==> src/rtl/lsu_ctrl.sv <==
// lsu_ctrl: load/store unit controller. IDLE/REQ/DONE FSM with lane steering,
// load extension, timeout and flush. Optional LSU_MISALIGN_CHECK_EN adds misalign errors.
// Ports: clk, rst_n | memtoreg, memwrite, memsize, addr, wdata, flush -> stall, done,
//        rdata, err | mem_req, mem_we, mem_addr, mem_wmask, mem_wdata <- mem_ack, mem_rdata.
module lsu_ctrl #(
  parameter int unsigned TIMEOUT = 16
) (
  input  logic        clk,
  input  logic        rst_n,
  input  logic        memtoreg,
  input  logic        memwrite,
  input  logic [2:0]  memsize,
  input  logic [31:0] addr,
  input  logic [31:0] wdata,
  input  logic        flush,
  output logic        stall,
  output logic        done,
  output logic [31:0] rdata,
  output logic        err,
  output logic        mem_req,
  output logic        mem_we,
  output logic [31:0] mem_addr,
  output logic [3:0]  mem_wmask,
  output logic [31:0] mem_wdata,
  input  logic        mem_ack,
  input  logic [31:0] mem_rdata
);

  typedef enum logic [1:0] {
    S_IDLE,
    S_REQ,
    S_DONE
  } state_e;

  localparam logic [7:0] TO_LAST = 8'(TIMEOUT - 1);

  state_e      state_q, state_d;
  logic [7:0]  cnt_q, cnt_d;
  logic        kill_q, kill_d;
  logic        load_q, load_d;
  logic [2:0]  size_q, size_d;
  logic [1:0]  off_q, off_d;
  logic [31:0] mem_addr_q, mem_addr_d;
  logic        mem_we_q, mem_we_d;
  logic [3:0]  mem_wmask_q, mem_wmask_d;
  logic [31:0] mem_wdata_q, mem_wdata_d;
  logic [31:0] rdata_q, rdata_d;
  logic        err_q, err_d;

  logic        acc;
  logic        valid;
  logic        misalign;
  logic        bad;
  logic        kill;
  logic [3:0]  st_mask;
  logic [31:0] st_data;
  logic [31:0] byte_sh;
  logic [31:0] half_sh;
  logic [31:0] ld_data;

  assign acc = memtoreg | memwrite;

`ifdef LSU_MISALIGN_CHECK_EN
  assign misalign = ((memsize[1:0] == 2'b01) && addr[0]) ||
                    ((memsize == 3'b010) && (addr[1:0] != 2'b00));
`else
  assign misalign = 1'b0;
`endif

  assign bad = !valid || misalign;

  // store lane steering and size validity for the presented access
  always_comb begin
    st_mask = 4'b1111;
    st_data = wdata;
    valid   = 1'b1;
    case (memsize)
      3'b000: begin
        st_mask = 4'b0001 << addr[1:0];
        st_data = {4{wdata[7:0]}};
      end
      3'b001: begin
        st_mask = 4'b0011 << {addr[1], 1'b0};
        st_data = {2{wdata[15:0]}};
      end
      3'b010: ;
      3'b100, 3'b101: valid = !memwrite;
      default: valid = 1'b0;
    endcase
  end

  // load extraction from the latched size and byte offset
  always_comb begin
    byte_sh = mem_rdata >> {off_q, 3'b000};
    half_sh = mem_rdata >> {off_q[1], 4'b0000};
    ld_data = mem_rdata;
    case (size_q)
      3'b000: ld_data = {{24{byte_sh[7]}}, byte_sh[7:0]};
      3'b001: ld_data = {{16{half_sh[15]}}, half_sh[15:0]};
      3'b100: ld_data = {24'h0, byte_sh[7:0]};
      3'b101: ld_data = {16'h0, half_sh[15:0]};
      default: ld_data = mem_rdata;
    endcase
  end

  // a flush seen at any point of the handshake discards the result
  assign kill = kill_q | flush;

  always_comb begin
    state_d     = state_q;
    cnt_d       = cnt_q;
    kill_d      = kill_q;
    load_d      = load_q;
    size_d      = size_q;
    off_d       = off_q;
    mem_addr_d  = mem_addr_q;
    mem_we_d    = mem_we_q;
    mem_wmask_d = mem_wmask_q;
    mem_wdata_d = mem_wdata_q;
    rdata_d     = rdata_q;
    err_d       = err_q;
    case (state_q)
      S_IDLE: begin
        if (acc && !flush) begin
          if (bad) begin
            state_d = S_DONE;
            err_d   = 1'b1;
          end else begin
            state_d     = S_REQ;
            cnt_d       = 8'd0;
            kill_d      = 1'b0;
            load_d      = !memwrite;
            size_d      = memsize;
            off_d       = addr[1:0];
            mem_addr_d  = {addr[31:2], 2'b00};
            mem_we_d    = memwrite;
            mem_wmask_d = memwrite ? st_mask : 4'b0000;
            mem_wdata_d = memwrite ? st_data : 32'h0;
          end
        end
      end
      S_REQ: begin
        kill_d = kill;
        if (mem_ack) begin
          state_d = kill ? S_IDLE : S_DONE;
          if (!kill) begin
            err_d = 1'b0;
            if (load_q) rdata_d = ld_data;
          end
        end else if (cnt_q == TO_LAST) begin
          state_d = kill ? S_IDLE : S_DONE;
          if (!kill) err_d = 1'b1;
        end else begin
          cnt_d = cnt_q + 8'd1;
        end
      end
      S_DONE: state_d = S_IDLE;
      default: state_d = S_IDLE;
    endcase
  end

  always_ff @(posedge clk or negedge rst_n) begin
    if (!rst_n) begin
      state_q     <= S_IDLE;
      cnt_q       <= 8'd0;
      kill_q      <= 1'b0;
      load_q      <= 1'b0;
      size_q      <= 3'b000;
      off_q       <= 2'b00;
      mem_addr_q  <= 32'h0;
      mem_we_q    <= 1'b0;
      mem_wmask_q <= 4'b0000;
      mem_wdata_q <= 32'h0;
      rdata_q     <= 32'h0;
      err_q       <= 1'b0;
    end else begin
      state_q     <= state_d;
      cnt_q       <= cnt_d;
      kill_q      <= kill_d;
      load_q      <= load_d;
      size_q      <= size_d;
      off_q       <= off_d;
      mem_addr_q  <= mem_addr_d;
      mem_we_q    <= mem_we_d;
      mem_wmask_q <= mem_wmask_d;
      mem_wdata_q <= mem_wdata_d;
      rdata_q     <= rdata_d;
      err_q       <= err_d;
    end
  end

  assign mem_req   = (state_q == S_REQ);
  assign mem_we    = mem_we_q;
  assign mem_addr  = mem_addr_q;
  assign mem_wmask = mem_wmask_q;
  assign mem_wdata = mem_wdata_q;
  assign done      = (state_q == S_DONE);
  assign err       = err_q;
  assign rdata     = rdata_q;

  // stall masked by reset since pipeline inputs may be pending during reset
  assign stall = rst_n &&
                 (((state_q == S_IDLE) && acc && !flush) ||
                  (state_q == S_REQ));

endmodule

==> config.mk <==
export PLATFORM = sky130hd
export DESIGN_NAME = lsu_ctrl
export DESIGN_NICKNAME = d
export VERILOG_FILES = /design/src/rtl/lsu_ctrl.sv
export SDC_FILE = /design/constraint.sdc
export NUM_CORES = 1
export LEC_CHECK = 0
export ABC_CLOCK_PERIOD_IN_PS = 4600
export CAP_MARGIN = 25
export CORE_MARGIN = 2
export CORE_UTILIZATION = 48
export DETAILED_ROUTE_END_ITERATION = 10
export GPL_ROUTABILITY_DRIVEN = 0
export PLACE_DENSITY = 0.95
export SYNTH_ARGS = -nofsm -noshare
export SYNTH_HDL_FRONTEND = slang
export SYNTH_SLANG_ARGS = --single-unit
==> constraint.sdc <==
create_clock -name clk -period 4.6 [get_ports clk]
set_input_delay 0.92 -clock clk [delete_from_list [all_inputs] [get_ports clk]]
set_output_delay 0.92 -clock clk [all_outputs]
set_load 0.03 [all_outputs]
==> results of run 1 <==
## power groups by stage
stage	Combinational [W]	Sequential, W	Clock, W
floorplan	0.000532	0.00210	0
global placement	0.00186	0.00158	0
detailed placement	0.00190	0.00160	0
CTS	0.00192	0.00159	0.00129
global route	0.00204	0.00163	0.00134
finish	0.00192	0.00159	0.00127
## per-stage QoR
step | std cells | cell area, µm²
after detailed placement | 930 | 7640
after CTS | 962 | 8210
final | 963 | 8240
after global routing | 963 | 8240
after floorplan | 619 | 5520
after global placement | 930 | 7640
## per-layer routing
layer  track usage  share of wire
met3        0.0968           0.10
met2         0.459           0.49
met5             0              0
met1         0.332           0.39
met4        0.0807          0.015
## critical path: stages
cell,delay (ns)
clkdlybuf4s50_1,0.58
nor2_1,0.07
nor2_1,0.08
nor2_1,0.05
nor3b_1,0.20
clkdlybuf4s50_1,0.71
## path summary, 6_finish.rpt
check,from,to,slack [ns],cells past startpoint
hold reg to reg,mem_wdata[25],mem_wdata[25],0.48,2
min in group asynchronous,rst_n,state_q[1],0.50,1
setup reg to reg,off_q[1],rdata[10],2.28,4
hold / removal,mem_wdata[25],mem_wdata[25],0.48,2
max in group asynchronous,rst_n,mem_wmask[2],3.00,3
setup / recovery,memtoreg,stall,1.07,6
## cells by family (layout without fill, tap and decap cells)
| family | count (synthesis) | after routing |
|---|---|---|
| muxes | 25 | 25 |
| buffers and inverters | 49 | 250 |
| AOI/OAI and AO/OA | 112 | 112 |
| adders and majority gates | 1 | 1 |
| and+or+nand+nor | 310 | 310 |
| other | 1 | 2 |
| xor gates and xnor gates | 3 | 3 |
| DFF | 117 | 117 |
## synth_stat cells (9+ instances only)
library cell	count	area, µm²
clkbuf_1	27	101
dfrtp_1	117	2930
o21ai_1	12	60.1
nand3_1	35	175
nand2_1	190	713
a211oi_1	13	97.6
buf_2	18	90.1
nor2_1	56	210
a21oi_1	18	90.1
o31ai_1	17	128
nor3_1	9	45.0
mux2_2	17	191
o21ai_0	25	125
## layout make-up
cell class                      instances  area (µm²)  share of cell area
Clock inverter                         15         145              0.0176
Inverter                                2        7.51            0.000911
Sequential cell                       117        2930               0.355
Multi-Input combinational cell        453        2390               0.291
Timing Repair Buffer                  216        2160               0.262
Tap cell                              143         179              0.0217
Clock buffer                           17         425              0.0516
## sequential cells by signal, summed over array words and instances (netlist names)
register / flops
mem_wdata: 32
rdata: 32
mem_addr: 30
cnt_q: 8
mem_wmask: 4
size_q: 3
off_q: 2
state_q: 2
err: 1
kill_q: 1
load_q: 1
mem_we: 1
==> metrics.md, run 1 <==
| Metric | Value |
|---|---|
| GRT Total Usage | 0.273 |
| Sequential share of power | 0.333 |
| Highest Clock Rate | 283 MHz |
| Core area | 11300 µm² |
| Compound-cell area share of the yosys netlist | 0.134 |
| Avg Synthesized Cell Area | 8.92 µm² |
| Diodes inserted | 0 |
| Worst Setup Start Kind | input port |
| DRT iter0 DRCs | 377 |
| Net Sw Power | 0.00188 W |
| Power Total | 0.00478 W |
| Async set-reset flop share out of synthesis | 1.00 |
| Synth Area in Simple Gates | 0.237 |
| Detail Placement HPWL | 11300 µm |
| Max IR drop VDD | 338 µV |
| Initial core utilization | 0.487 |
| Routed vias | 5344 |
| Static Leak | 3.70 nW |
| Comb pwr share | 0.401 |
| Fin nets | 913 |
| Number of global-route vias before repair | 5429 |
| First-pass iteration count of the detailed router | 5 |
| Post-synthesis sequential area ratio | 0.531 |
| Die area | 12400 µm² |
| Vias per cell | 5.55 |
| Largest family of logic cells by synthesized area | simple AND/OR/NAND/NOR gates |
| Fin. Hold Viols | 0 |
| Worst Hold Class | reg2reg |
| Fin. max-slew vios | 0 |
| Fin util | 0.728 |
| Worst setup EP type | output pin |
| Placement Setup Slack | 1.06 ns |
| Worst-path fanout max | 4 |
| Ys Warns | 0 |
| Post_cts resized | 0 |
| Die width | 111 µm |
| Max-Cap Viols | 0 |
| Register clock-pin slew on the reported worst setup and hold paths | 0.05 ns |
| Worst EP arrival | 2.61 ns |
| RSZ-0062 raised after global routing | false |
| Setup-failing EPs final | 0 |
| Routed WL | 16700 µm |
| Root Driver | clkbuf_16 |
| Relative slew slack | 0.276 |
| Clock Tree Buf Depth | 2 |
| Pin count of the biggest net entering global routing | 78 |
| PnR worst setup slack | 1.07 ns |
| Class of the most critical setup path | in2out |
| Net Sw Frac | 0.393 |
| H-tree depth | 4 |
| Global-route wire length before repair | 27100 µm |
| WHS | 0.476 ns |
| Crit share post-route | 0.767 |
| I/O pin count | 210 |
| Outcome | finished, final reports clean |
| Antenna violations before repair | 0 |
| Cell-internal power | 0.00290 W |
| Layout area overhead | 49.3% |
| Worst skew pair latency | 0.41 ns |
| CTS hold repair buffers | 0 |
| #FFs+latches synth | 117 |
| Worst Tran Pin Value | 1.09 ns |
| Pwr Density | 580 nW/µm² |
| Clock Skew | 0.00813 ns |
| Rows | 39 |
| Chip Height | 111 µm |
| Post-synthesis adder-cell area fraction | 0.00227 |
| Crit path time final | 3.53 ns |
| Post-synth EDFFs | 0 |
| Post-route ant nets | 0 |
| Commonest non-fill, non-tap cell in the layout | clkdlybuf4s50_1 |
| Worst EP required | 3.68 ns |
| Avg WL per Cell | 17.3 µm |
| CTS Buf Count | 17 |
| CTS sink count | 117 |
| Global-route congestion overflow total | 0 |
| Post-CTS Setup Inserts | 0 |
| Post-Syn Area | 5520 µm² |
| Top_reg_cell synth | dfrtp_1 |
| Synth unique cells | 46 |
| Share of layout cells above drive strength 1 | 0.0829 |
| Remaining DRCs | 0 |
| Layout filler cell count | 770 |
| Clk pwr share | 0.266 |
| Syn Inst Count | 618 |
| Post-synthesis mux area share | 0.0515 |
| Most frequent cells in the layout | 206 x clkdlybuf4s50_1, 190 x nand2_1, 117 x dfrtp_1, 56 x nor2_1, 35 x nand3_1 |
| Setup TNS | 0 ns |
| CTS tree | built |
| Input/output buffers | 207 |
| Synth Area in XOR/XNOR | 0.00476 |
No activity file was read; power rests on OpenSTA's default activity.
==> inputs of run 2 (changes only) <==
==> config.mk (replaced) <==
export PLATFORM = sky130hd
export DESIGN_NAME = lsu_ctrl
export DESIGN_NICKNAME = d
export VERILOG_FILES = /design/src/rtl/lsu_ctrl.sv
export SDC_FILE = /design/constraint.sdc
export NUM_CORES = 1
export LEC_CHECK = 0
export ABC_CLOCK_PERIOD_IN_PS = 3200
export CAP_MARGIN = 25
export CORE_MARGIN = 2
export CORE_UTILIZATION = 40
export DETAILED_ROUTE_END_ITERATION = 10
export GPL_ROUTABILITY_DRIVEN = 0
export PLACE_DENSITY = 0.86
export SYNTH_ARGS = -nofsm -noshare
export SYNTH_HDL_FRONTEND = slang
export SYNTH_SLANG_ARGS = --single-unit
==> constraint.sdc (replaced) <==
create_clock -name clk -period 3.2 [get_ports clk]
set_input_delay 0.64 -clock clk [delete_from_list [all_inputs] [get_ports clk]]
set_output_delay 0.64 -clock clk [all_outputs]
set_load 0.03 [all_outputs]
==> run 2 against run 1 <==
Effect of this change:
- final area is 1.2% higher
- highest routed layer unchanged
- critical endpoint unchanged
- combinational power is 44% higher
- routed wire length is 2.6% lower
- sequential cell count stayed put
- worst hold slack worse by 0.13 ns
==> metrics.md, run 2 (same netlist as run 1, synthesis figures left out) <==
| Metric | Value |
|---|---|
| Class of the most critical setup path | in2out |
| Most frequent cells in the layout | 205 x clkdlybuf4s50_1, 190 x nand2_1, 117 x dfrtp_1, 56 x nor2_1, 35 x nand3_1 |
| Antenna violations before repair | 0 (unchanged) |
| Initial core utilization | 0.413 (-0.0740) |
| Max IR drop VDD | 499 µV (+48%) |
| GRT Total Usage | 0.229 (-0.0439) |
| Highest Clock Rate | 389 MHz |
| Cell-internal power | 0.00438 W (+51%) |
| CTS Buf Count | 17 (unchanged) |
| Share of layout cells above drive strength 1 | 0.0872 (+0.00424) |
| CTS hold repair buffers | 0 (unchanged) |
| I/O pin count | 210 (unchanged) |
| Largest stage delay on the critical path | 0.66 ns (-0.05 ns) |
| Clock Skew | 0.00782 ns (-0.000307 ns) |
| Crit share post-route | 0.804 |
| Routed WL | 16200 µm (-2.6%) |
| Fin nets | 919 (+0.66%) |
| CTS tree | built |
| Worst EP arrival | 1.93 ns (-0.68 ns) |
| Setup-failing EPs final | 0 (unchanged) |
| Outcome | finished, final reports clean |
| Diodes inserted | 0 (unchanged) |
| Post-route ant nets | 0 (unchanged) |
| Worst setup EP type | output pin |
| Sequential share of power | 0.326 (-0.007) |
| Fin util | 0.624 (-0.103) |
| RSZ-0062 raised after global routing | false |
| Post_cts resized | 0 (unchanged) |
| Core area | 13300 µm² (+18%) |
| CTS sink count | 117 (unchanged) |
| Worst Setup Start Kind | input port |
| Routed vias | 5250 (-1.8%) |
| CP cell instances | clkdlybuf4s50_1, nor2_1, nor2_1, nor2_1, nor3b_1, buf_4 |
| Root Driver | clkbuf_16 |
| Worst skew pair latency | 0.41 ns (about the same) |
| Commonest non-fill, non-tap cell in the layout | clkdlybuf4s50_1 |
| Clock Tree Buf Depth | 2 (unchanged) |
| Layout filler cell count | 1107 (+44%) |
| Layout area overhead | 51.1% |
| Setup TNS | 0 ns (unchanged) |
| Net Sw Power | 0.00258 W (+37%) |
| Input/output buffers | 207 (unchanged) |
| Global-route congestion overflow total | 0 (unchanged) |
| WHS | 0.348 ns (-0.127 ns) |
| Fin. Hold Viols | 0 (unchanged) |
| Critical path's slowest cell | clkdlybuf4s50_1 |
| Post-CTS Setup Inserts | 0 (unchanged) |
| Worst Hold Class | in2async |
| Relative slew slack | 0.401 (+0.124) |
| Static Leak | 3.74 nW (+1.2%) |
| Global-route wire length before repair | 26400 µm (-2.6%) |
| Chip Height | 121 µm (+9.2%) |
| Worst Tran Pin Value | 0.899 ns (-0.186 ns) |
| Register clock-pin slew on the reported worst setup and hold paths | 0.05 ns (about the same) |
| Remaining DRCs | 0 (unchanged) |
| Crit path time final | 2.57 ns |
| Pin count of the biggest net entering global routing | 79 (+1.3%) |
| Die width | 121 µm (+9.2%) |
| Max-Cap Viols | 0 (unchanged) |
| Pwr Density | 835 nW/µm² (+44%) |
| Rows | 42 (+7.7%) |
| Clk pwr share | 0.276 (+0.010) |
| Die area | 14700 µm² (+19%) |
| Vias per cell | 5.24 (-5.6%) |
| Comb pwr share | 0.397 (-0.004) |
| Detail Placement HPWL | 11600 µm (+2.1%) |
| Avg WL per Cell | 16.2 µm (-6.4%) |
| Cells after DPL | 970 (+4.3%) |
| Power Total | 0.00696 W (+45%) |
| Net Sw Frac | 0.371 (-0.0224) |
| Fin. max-slew vios | 0 (unchanged) |
| H-tree depth | 4 (unchanged) |
| Worst-path fanout max | 7 (+3) |
| Most used cell, CP | nor2_1 |
| First-pass iteration count of the detailed router | 5 (unchanged) |
| Cell Count, Final, Fillers Out | 1002 (+4.0%) |
| Number of global-route vias before repair | 5210 (-4.0%) |
| DRT iter0 DRCs | 391 (+3.7%) |
| Worst EP required | 2.56 ns (-1.12 ns) |
-- run 2: layer usage --
| layer | vias up | track usage | part of all wire |
|---|---|---|---|
| li1 | 2496 | - | - |
| met1 | 2486 | 0.276 | 0.41 |
| met2 | 248 | 0.373 | 0.48 |
| met3 | 20 | 0.0869 | 0.10 |
| met4 | 0 | 0.0841 | 0.015 |
| met5 | - | 0 | 0 |
-- run 2: cell type report --
class	count	area (µm²)	area share
clock buffer	23	478	0.0574
clock inverter	9	125	0.0150
inverter	2	7.51	0.000901
multi-input combinational	453	2390	0.287
sequential	117	2930	0.351
tap	176	220	0.0264
timing repair buffer	222	2180	0.262
-- run 2: per-stage QoR --
stage | cell area [µm²] | setup WS (ns)
2_1_floorplan | 5520 | 0.796
3_5_place_dp | 7730 | 0.465
4_1_cts | 8330 | 0.626
6_report | 8330 | 0.626
3_3_place_gp | 7730 | 0.603
5_1_grt | 8330 | 0.485
-- run 2: critical path, delay by kind of cell --
kind	cells	cell delay, ns
buf+inv	2	0.86
simple gates	4	0.44
-- run 2: power by group through the flow --
stage	Sequential [W]	Clock (W)	Combinational [W]
finish	0.00227	0.00192	0.00276
detailed placement	0.00228	0	0.00277
global route	0.00233	0.00204	0.00295
global placement	0.00227	0	0.00273
floorplan	0.00302	0	0.000765
CTS	0.00227	0.00196	0.00278
-- run 2: path summary, 6_finish.rpt --
kind	startpoint	end	slack (ns)	depth (start not counted)
hold reg to reg	mem_addr[15]	mem_addr[15]	0.47	2
setup reg to reg	state_q[0]	mem_wdata[11]	1.06	4
max in group asynchronous	rst_n	mem_wdata[25]	2.14	2
setup / recovery	memwrite	stall	0.63	6
hold / removal	rst_n	mem_addr[25]	0.35	2
min in group clk	mem_addr[15]	mem_addr[15]	0.47	2
==> inputs of run 3 (changes only) <==
==> config.mk (replaced) <==
export PLATFORM = sky130hd
export DESIGN_NAME = lsu_ctrl
export DESIGN_NICKNAME = d
export VERILOG_FILES = /design/src/rtl/lsu_ctrl.sv
export SDC_FILE = /design/constraint.sdc
export NUM_CORES = 1
export LEC_CHECK = 0
export ABC_CLOCK_PERIOD_IN_PS = 2500
export CAP_MARGIN = 25
export CORE_MARGIN = 2
export CORE_UTILIZATION = 44
export DETAILED_ROUTE_END_ITERATION = 10
export GPL_ROUTABILITY_DRIVEN = 0
export PLACE_DENSITY = 0.89
export SYNTH_ARGS = -nofsm -noshare
export SYNTH_HDL_FRONTEND = slang
export SYNTH_SLANG_ARGS = --single-unit
==> constraint.sdc (replaced) <==
create_clock -name clk -period 2.5 [get_ports clk]
set_input_delay 0.5 -clock clk [delete_from_list [all_inputs] [get_ports clk]]
set_output_delay 0.5 -clock clk [all_outputs]
set_load 0.03 [all_outputs]
==> run 3 against run 2 <==
Effect of this change:
- critical path depth down 4
- non-clock buffer count up 2
- clock skew up 0.0079 ns
- final area up 1.3%
- first-iteration DRC count up 5.9%
- sequential share of layout area down 0.44 points
- sequential power up 28%
- via count up 0.19%
- largest power group unchanged
- global-route usage up 2.0 points
- setup slack worse by 0.50 ns
- register-to-register slack worse by 0.54 ns
==> metrics.md, run 3 (same netlist as run 1, synthesis figures left out) <==
| Metric | Value |
|---|---|
| Outcome | finished, final reports clean |
| Worst Setup Start Kind | register |
| Max IR drop VDD | 656 µV (+31%) |
| CP cell instances | and2b_1, clkdlybuf4s50_1 |
| Worst EP required | 2.00 ns (-0.56 ns) |
| Fin. max-slew vios | 0 (unchanged) |
| RSZ-0062 raised after global routing | false |
| Routed WL | 16400 µm (+1.1%) |
| Worst setup EP type | output pin |
| Pwr Density | 1080 nW/µm² (+30%) |
| Detail Placement HPWL | 11400 µm (-1.8%) |
| Global-route wire length before repair | 26000 µm (-1.6%) |
| Worst Hold Class | in2async |
| Core area | 12100 µm² (-9.3%) |
| Die width | 116 µm (-4.5%) |
| Pin count of the biggest net entering global routing | 118 (+49%) |
| R2r endpoint | mem_wdata[13] |
| PnR worst setup slack | 0.122 ns (-0.504 ns) |
| Initial core utilization | 0.455 (+0.0422) |
| Worst Tran Pin Value | 0.603 ns (-0.297 ns) |
| Critical path's slowest cell | clkdlybuf4s50_1 |
| Worst-path fanout max | 8 (+1) |
| Layout area overhead | 53.0% |
| Power Total | 0.00914 W (+31%) |
| Antenna violations before repair | 0 (unchanged) |
| R2r setup slk | 0.52 ns (-0.54 ns) |
| Layout filler cell count | 932 (-16%) |
| Input/output buffers | 207 (unchanged) |
| Commonest non-fill, non-tap cell in the layout | clkdlybuf4s50_1 |
| DRT iter0 DRCs | 414 (+5.9%) |
| CTS tree | built |
| CTS Buf Count | 17 (unchanged) |
| Most frequent cells in the layout | 205 x clkdlybuf4s50_1, 190 x nand2_1, 117 x dfrtp_1, 56 x nor2_1, 35 x nand3_1 |
| Fin nets | 921 (+0.22%) |
| CTS sink count | 117 (unchanged) |
| Crit path time final | 2.38 ns |
| R2R Path Start | state_q[0] |
| Remaining DRCs | 0 (unchanged) |
| I/O pin count | 210 (unchanged) |
| Number of global-route vias before repair | 5176 (-0.65%) |
| Setup-failing EPs final | 0 (unchanged) |
| Setup TNS | 0 ns (unchanged) |
| Fin. Hold Viols | 0 (unchanged) |
| CTS hold repair buffers | 0 (unchanged) |
| Max-Cap Viols | 0 (unchanged) |
| H-tree depth | 4 (unchanged) |
| Post-route ant nets | 0 (unchanged) |
| Crit share post-route | 0.951 |
| Global-route congestion overflow total | 0 (unchanged) |
| Placement Setup Slack | 0.0368 ns (-0.428 ns) |
| Share of layout cells above drive strength 1 | 0.0930 (+0.00583) |
| Rows | 40 (-4.8%) |
| Static Leak | 3.78 nW (+1.0%) |
| Routed vias | 5260 (+0.19%) |
| First-pass iteration count of the detailed router | 5 (unchanged) |
| Highest Clock Rate | 421 MHz |
| Worst-case reg-to-reg path depth | 4 (unchanged) |
| Register clock-pin slew on the reported worst setup and hold paths | 0.06 ns (about the same) |
| Chip Height | 116 µm (-4.5%) |
| Clock Skew | 0.0157 ns (+0.00789 ns) |
| Die area | 13400 µm² (-8.8%) |
| Root Driver | clkbuf_16 |
| Avg WL per Cell | 16.5 µm (+1.7%) |
| Worst skew pair latency | 0.40 ns (about the same) |
| Diodes inserted | 0 (unchanged) |
| Worst EP arrival | 1.88 ns (-0.05 ns) |
| Clock Tree Buf Depth | 2 (unchanged) |
| GRT Total Usage | 0.249 (+0.0203) |
| Post-CTS Setup Inserts | 0 (unchanged) |
| Relative slew slack | 0.598 (+0.198) |
| Largest stage delay on the critical path | 0.72 ns (+0.06 ns) |
| Post_cts resized | 0 (unchanged) |
| Vias per cell | 5.28 (+0.79%) |
| Class of the most critical setup path | reg2out |
run 3: area by class of cell:
class,count,area [µm²],share of cell area
Clock buffer,17,425,0.0504
Clock inverter,15,229,0.0271
Inverter,2,7.51,0.000890
Multi-Input combinational cell,453,2390,0.284
Sequential cell,117,2930,0.347
Tap cell,168,210,0.0249
Timing Repair Buffer,224,2240,0.266
run 3: through the flow:
step                utilization  std cells  hold WS, ns  area, µm²
floorplan                     -        619        0.204       5520
global placement          0.643        964        0.455       7780
detailed placement        0.643        964        0.459       7780
CTS                       0.697        996        0.262       8440
global route              0.697        996        0.285       8440
finish                    0.697        996        0.243       8440
run 3: worst max path at each step:
stage | from | to | slack (ns) | cells after the start
6_report | state_q[0] | mem_req | 0.12 | 2
5_1_grt | state_q[0] | mem_req | 0.05 | 2
4_1_cts | state_q[0] | mem_req | 0.11 | 2
3_5_place_dp | memsize[1] | cnt_q[2] | 0.04 | 6
3_3_place_gp | memsize[1] | cnt_q[0] | 0.16 | 6
2_1_floorplan | memwrite | stall | 0.38 | 5
run 3: metal layers:
metal,part of all wire,GRT usage,wire length [µm],vias to the layer above
met4,0.016,0.0833,255,0
li1,-,-,-,2500
met5,0,0,0,-
met3,0.092,0.0905,1500,18
met1,0.41,0.309,6690,2521
met2,0.49,0.407,7970,221
run 3: report_power, final:
group | switching, W | internal [W] | total [W]
sequential | 0.000427 | 0.00248 | 0.00291
clock | 0.000897 | 0.00178 | 0.00267
combinational | 0.00206 | 0.00150 | 0.00356
total | 0.00338 | 0.00576 | 0.00914
run 3: critical path: cells and delay by family, from the launching register on:
kind	cells	cell delay [ns]
buffers and inverters	1	0.72
flip-flops	1	0.49
AND/OR/NAND/NOR	1	0.26
